==> config.mk <==
export PLATFORM = sky130hd
export DESIGN_NAME = adder_ring_measure_ctrl
export DESIGN_NICKNAME = d
export VERILOG_FILES = /design/src/rtl/adder_ring_measure_ctrl.sv
export SDC_FILE = /design/constraint.sdc
export NUM_CORES = 1
export LEC_CHECK = 0
export CELL_PAD_IN_SITES_DETAIL_PLACEMENT = 2
export CELL_PAD_IN_SITES_GLOBAL_PLACEMENT = 2
export CORE_UTILIZATION = 29
export CTS_CLUSTER_SIZE = 28
export DETAILED_ROUTE_END_ITERATION = 16
export GPL_TIMING_DRIVEN = 0
export PLACE_DENSITY = 0.9
export SETUP_SLACK_MARGIN = 0.3
export SYNTH_ARGS = -nofsm -noshare
export SYNTH_HDL_FRONTEND = slang
export SYNTH_SLANG_ARGS = --single-unit
==> constraint.sdc <==
create_clock -name wb_clk_i -period 6.08 [get_ports wb_clk_i]
set_clock_uncertainty 0.2 [all_clocks]
set_input_delay 1.216 -clock wb_clk_i [delete_from_list [all_inputs] [get_ports wb_clk_i]]
set_output_delay 1.216 -clock wb_clk_i [all_outputs]
set_load 0.02 [all_outputs]
==> src/rtl/adder_ring_measure_ctrl.sv <==
// Measurement sequencer for the instrumented ripple adder. It loads the operands, lets them settle,
// then opens the ring and counts synchronised chain_out rising edges over a programmed window.
module adder_ring_measure_ctrl #(
   parameter int WIDTH         = 32,
   parameter int SETTLE_CYCLES = 4,
   parameter int CNT_WIDTH     = 32,
   parameter int WIN_WIDTH     = 16
) (
   input  logic                 wb_clk_i,
   input  logic                 wb_rst_i,
   input  logic                 active,
   input  logic                 start,
   input  logic [WIDTH-1:0]     a_in,
   input  logic [WIDTH-1:0]     b_in,
   input  logic [WIN_WIDTH-1:0] window,
   input  logic                 chain_out,
   output logic [WIDTH-1:0]     adder_a,
   output logic [WIDTH-1:0]     adder_b,
   output logic                 ring_en,
   output logic                 busy,
   output logic                 done,
   output logic [CNT_WIDTH-1:0] count,
   output logic                 overflow,
   output logic                 err
);

   localparam int SW = (SETTLE_CYCLES > 1) ? $clog2(SETTLE_CYCLES) : 1;

   typedef enum logic [2:0] {S_IDLE, S_LOAD, S_SETTLE, S_RUN, S_DONE} state_t;

   state_t               state_q, state_d;
   logic [WIDTH-1:0]     a_q, a_d, b_q, b_d;
   logic [WIN_WIDTH-1:0] win_q, win_d, wcnt_q, wcnt_d;
   logic [SW-1:0]        settle_q, settle_d;
   logic [CNT_WIDTH-1:0] count_q, count_d;
   logic                 ovf_q, ovf_d, err_q, err_d;
   logic                 sync1_q, sync2_q, sync3_q;
   logic                 edge_pulse;

   // chain_out is asynchronous: two flops for metastability, third for edge detection.
   always_ff @(posedge wb_clk_i) begin
      if (wb_rst_i) begin
         sync1_q <= 1'b0;
         sync2_q <= 1'b0;
         sync3_q <= 1'b0;
      end else begin
         sync1_q <= chain_out;
         sync2_q <= sync1_q;
         sync3_q <= sync2_q;
      end
   end

   assign edge_pulse = sync2_q & ~sync3_q;

   always_ff @(posedge wb_clk_i) begin
      if (wb_rst_i) begin
         state_q  <= S_IDLE;
         a_q      <= '0;
         b_q      <= '0;
         win_q    <= '0;
         wcnt_q   <= '0;
         settle_q <= '0;
         count_q  <= '0;
         ovf_q    <= 1'b0;
         err_q    <= 1'b0;
      end else begin
         state_q  <= state_d;
         a_q      <= a_d;
         b_q      <= b_d;
         win_q    <= win_d;
         wcnt_q   <= wcnt_d;
         settle_q <= settle_d;
         count_q  <= count_d;
         ovf_q    <= ovf_d;
         err_q    <= err_d;
      end
   end

   always_comb begin
      state_d  = state_q;
      a_d      = a_q;
      b_d      = b_q;
      win_d    = win_q;
      wcnt_d   = wcnt_q;
      settle_d = settle_q;
      count_d  = count_q;
      ovf_d    = ovf_q;
      err_d    = err_q;
      // Dropping active aborts to IDLE but leaves the last result visible.
      if (!active) begin
         state_d = S_IDLE;
      end else begin
         case (state_q)
            S_IDLE, S_DONE: begin
               if (start) begin
                  state_d = S_LOAD;
                  a_d     = a_in;
                  b_d     = b_in;
                  win_d   = window;
                  count_d = '0;
                  ovf_d   = 1'b0;
                  err_d   = 1'b0;
               end
            end
            S_LOAD: begin
               if (win_q == '0) begin
                  err_d   = 1'b1;
                  state_d = S_DONE;
               end else begin
                  settle_d = SW'(SETTLE_CYCLES - 1);
                  state_d  = S_SETTLE;
               end
            end
            S_SETTLE: begin
               if (settle_q == '0) begin
                  wcnt_d  = win_q - WIN_WIDTH'(1);
                  state_d = S_RUN;
               end else begin
                  settle_d = settle_q - SW'(1);
               end
            end
            S_RUN: begin
               if (edge_pulse) begin
                  if (&count_q) ovf_d = 1'b1;
                  else          count_d = count_q + CNT_WIDTH'(1);
               end
               if (wcnt_q == '0) state_d = S_DONE;
               else              wcnt_d = wcnt_q - WIN_WIDTH'(1);
            end
            default: state_d = S_IDLE;
         endcase
      end
   end

   assign adder_a  = a_q;
   assign adder_b  = b_q;
   assign ring_en  = (state_q == S_RUN);
   assign busy     = (state_q == S_LOAD) || (state_q == S_SETTLE) || (state_q == S_RUN);
   assign done     = (state_q == S_DONE);
   assign count    = count_q;
   assign overflow = ovf_q;
   assign err      = err_q;

endmodule

== After elaboration in Yosys (flattened, before gate mapping) ==
Cells that the tools add are included.
Storage, ports and cells
  output and inout bits: 101
  flip-flop bits (word level): 138
  word-level logic and storage cells: 74
  input port bits: 85
Operators by class
  bitwise operators: 3
  equal/unequal tests: 14
  reduce and logical (&&, ||, !) cells: 20
  add/subtract/negate cells: 4
  multiplexer cells: 21
Operators by type and width (number)
  32-bit two-way mux: 3
  32-bit case mux with 2 select lines: 1
  32-bit by 1-bit adder with 32-bit output, second input constant: 1
  16-bit zero test: 2
  16-bit two-way mux: 2
  16-bit case mux with 2 select lines: 1
  32-bit AND reduction: 1
  16-bit by 1-bit subtractor with 16-bit output, second input constant: 2
  2-bit != test, second input constant: 7
  3-bit two-way mux: 4
  3-bit case mux with 4 select lines: 1
  4-bit AND reduction: 3
  5-bit AND reduction: 2
  2-bit nonzero test: 4
  3-bit by 2-bit == test with 1-bit output, second input constant: 2
  2-bit by 1-bit != test with 1-bit output, second input constant: 3
  3-bit AND reduction: 2
  1-bit two-way mux: 4
  2-bit two-way mux: 2
  1-bit case mux with 2 select lines: 2
  2-bit case mux with 2 select lines: 1
  2-bit OR reduction: 2
  3-bit by 1-bit == test with 1-bit output, second input constant: 1
  3-bit == test, second input constant: 1
  6 further kinds: 8

== Logic depth before layout (Yosys ltp) ==
  depth in word-level cells: 4
  gate-level depth with buffers: 11
  depth with buffers taken out: 8

== Worst setup path after synthesis ==
Ideal clock, no wire load.
  path type: register -> register
  start: register state_q[2]
  end: register wcnt_q[12]
  arrival: 2584 ps
  path buffers: 3
  required time: 5810 ps
  setup time: 70 ps
  slack: 3225 ps
  period minus slack after synthesis: 2855 ps
  cell stages (with the launch flop): 12
  cells stage by stage: dfxtp_1 > clkbuf_1 > nand3b_1 > buf_2 > buf_1 > mux2i_1 > ha_1 > nor3b_1 > and4_1 > mux2i_1 > mux2_2 > a21oi_1
Between the ends
  cells in the longest elaborated chain, start to end: 3
  elaborated cells on any way between the ends: 7
  classes of those cells: eq/ne: 4; mux: 1; reduce/logical: 2
Ends and longest elaborated chain
  start: declaration: RTL line 31  | state_t state_q, state_d;
  start signal: assignment: RTL line 67  | state_q <= state_d;
  3-bit by 2-bit == test with 1-bit output: RTL line 93  | case (state_q)
  2-bit != test (no line) or 2-bit nonzero test (tied branches)
  4-bit AND reduction (no line)
  end signal: assignment: RTL line 71  | wcnt_q <= wcnt_d;
  end: declaration: RTL line 33  | logic [WIN_WIDTH-1:0] win_q, win_d, wcnt_q, wcnt_d;
Parallel ways exist; a longest one is shown, timed or not.
A chain may end at the register's enable or synchronous reset.

== Worst setup path in the final report ==
  start: register state_q[2]
  end: output port ring_en
Between the ends
  cells in the longest elaborated chain, start to end: 1
Ends and longest elaborated chain
  3-bit by 2-bit == test with 1-bit output: RTL line 137  | assign ring_en = (state_q == S_RUN);
  end: declaration: RTL line 19  | output logic ring_en,
No other way between the ends.

==> impl_metrics.ini <==
[worst_setup_path]
cp-startpoint = state_q[2]
r2r-end = wcnt_q[14]
crit_arrival_ns = 2.86
path_delay_family = buffers and inverters
critPathKind = flip-flop to primary output
end_kind = primary output
r2r-start = state_q[2]
cp-endpoint = ring_en
cp_slowest_cell = clkdlybuf4s50_1
worst_ep_required_time_ns = 4.66
path_buf_inv = 5
start_kind = flip-flop
ff2ff_path_depth = 11
slowest_delay_ns = 0.74
rrSetupSlack_ns = 2.14
critPathMaxFanout = 10
cp.depth = 6
path_cells = clkbuf_1 -> nand3b_1 -> inv_1 -> buf_2 -> buf_1 -> clkdlybuf4s50_1

[sta]
slew_headroom_pct = 33.2
setup_viol = 0
finalCriticalPeriod_ns = 4.27
rsz0062_at_grt = false
drv_slew = 0
finalSetupTns_ns = 0
fin_crit_sh_pct = 70.3
hold_violations = 0
tightest_slew_ns = 0.994
whs_ns = 0.258
fmax_ghz = 0.234

[power_and_ir_drop]
p_per_area_nw_per_um2 = 265
leakagePower_nw = 3.23
ir_drop_mv = 0.167
finalPower_mw = 2.48
p_sw_share_pct = 26.5
intPower_mw = 1.82
p_switching_uw = 656
comb_power_share_pct = 13.3
clkPwrFrac_pct = 48.1
power_frac_seq_pct = 38.6

[global_route]
overflow = 0
grt_pass1_wl_um = 42900
grt_antenna_before_repair = 0
grt.total_usage_pct = 24.5
grt_pass1_vias = 7815
grt_max_degree = 17

[yosys]
syn_area_per_cell_sq_um = 7.89
seq_area_frac_synth_pct = 42.6
synthesis.area_sq_um = 6490
syn_nets = 911
yosysWarnings = 0
synth-edff-count = 0
synth_cell_types = 63
synthCells = 823
ys.flop_type = dfxtp_1
ys_ff_latch = 138
ys_async_sr_fraction_pct = 0

[finish]
drive_gt1_share_pct = 6.16
final.fill_count = 2505
nets = 1115
mostFrequentLayoutCell = nand2_1
diodes = 0
final_cell_mix = 191 x nand2_1, 185 x clkdlybuf4s50_1, 138 x dfxtp_1
postLayoutCellArea_sq_um = 9350
area_growth_pct = 44.0
finalNonFillerCells = 1319

[floorplan]
die_y_um = 152
ios = 186
core_area_sq_um = 21900
start_util_pct = 29.7
rows = 54
die-area_sq_um = 23000
die_w_um = 152

[detailed_routing]
avgRoutedWirePerCell_um = 20.6
vias_per_cell = 5.43
drt-initial-drc-count = 253
drc = 0
vias = 7165
drt_first_pass_iters = 5
wl_um = 27200
antenna_left = 0

[place]
dpl.cell_count = 1288
dp_hpwl_um = 19700
place_congestion = 0.869
placedInstanceArea_sq_um = 8690
port_buffers = 185

[cts]
htreeDepth = 4
clkTransAtPathRegs_ns = 0.06
cts.repair.resized = 0
cts_made_buffers = 17
clk_path_buf_depth = 2
clock_latency_ns = 0.43
cts_root_buffer = clkbuf_16
cts_hold_buf = 0
numClockSinks = 138
post_cts_buffers = 0
cts_tree = done

[status]
status = finished, final reports clean

[job]
maxCapViolations = 0

[hold_path]
holdCritPathClass = flip-flop to flip-flop
## routing by layer
| layer | routed length (um) | share of wire [%] | GRT usage, % |
|---|---|---|---|
| met5 | 0 | 0 | 0 |
| met1 | 11400 | 42 | 28.2 |
| met2 | 13400 | 49 | 42.1 |
| met4 | 587 | 2.2 | 9.95 |
| met3 | 1760 | 6.5 | 7.13 |
## power groups by stage
stage	clock network (mW)	logic [mW]	registers, mW
2_1_floorplan	0	0.141	0.995
3_3_place_gp	0	0.316	0.973
3_5_place_dp	0	0.325	0.976
4_1_cts	1.21	0.332	0.957
5_1_grt	1.24	0.357	0.960
6_report	1.19	0.330	0.957
## flip-flops by register name, indices dropped and copies added (netlist names), 2 cells and up
register,cells
adder_b,32
wcnt_q,16
settle_q,2
win_q,16
adder_a,32
state_q,3
count,32
## cells by family (layout without fill, tap and decap cells)
family / count (synthesis) / after routing / share of synthesized area [%]
and+or+nand+nor: 383 / 383 / 30.0
buffers and inverters: 67 / 283 / 4.78
AOI/OAI and AO/OA: 220 / 220 / 20.3
DFF: 138 / 138 / 42.6
adders and majority gates: 3 / 3 / 0.578
muxes: 7 / 7 / 1.10
xor gates and xnor gates: 5 / 5 / 0.675
## tightest hold or removal path, cell delays in order (launching register included)
cell and delay (ns):
dfxtp_1 0.31, nand2_1 0.05, a21oi_1 0.05
## cell type report
class | instances | area, sq um | share of cell area (%)
Buffer | 55 | 265 | 2.84
Clock buffer | 18 | 439 | 4.70
Clock inverter | 13 | 213 | 2.28
Inverter | 12 | 45.0 | 0.482
Multi-Input combinational cell | 618 | 3420 | 36.6
Sequential cell | 138 | 2760 | 29.6
Tap cell | 280 | 350 | 3.75
Timing Repair Buffer | 185 | 1850 | 19.8
## cell usage after synthesis, drive strengths merged, types with 13 or more instances
cell      n  area, sq um
a21oi   127          639
buf      24          148
clkbuf   31          118
dfxtp   138         2760
nand2   191          717
nand3    23          120
nand4    22          153
nor2     30          113
nor3     18         90.1
nor4     13          103
o21ai    24          135
o31ai    21          171
or4      21          161
## stage by stage
step	utilization [%]	setup slack (ns)
floorplan	-	3.23
global placement	39.7	2.20
detailed placement	39.7	2.10
CTS	42.7	1.82
global route	42.7	1.71
finish	42.7	1.81
## how the worst min path moves through the flow
stage                           start           to  slack (ns)  cells after the start
after floorplan               sync1_q      sync2_q        0.21                      1
after global placement        sync1_q      sync2_q        0.22                      1
after detailed placement  adder_b[10]  adder_b[10]        0.25                      2
after CTS                 adder_b[10]  adder_b[10]        0.26                      2
after global routing          sync1_q      sync2_q        0.28                      1
final                     adder_b[26]  adder_b[26]        0.26                      2
(Power assumes the default switching activity.)
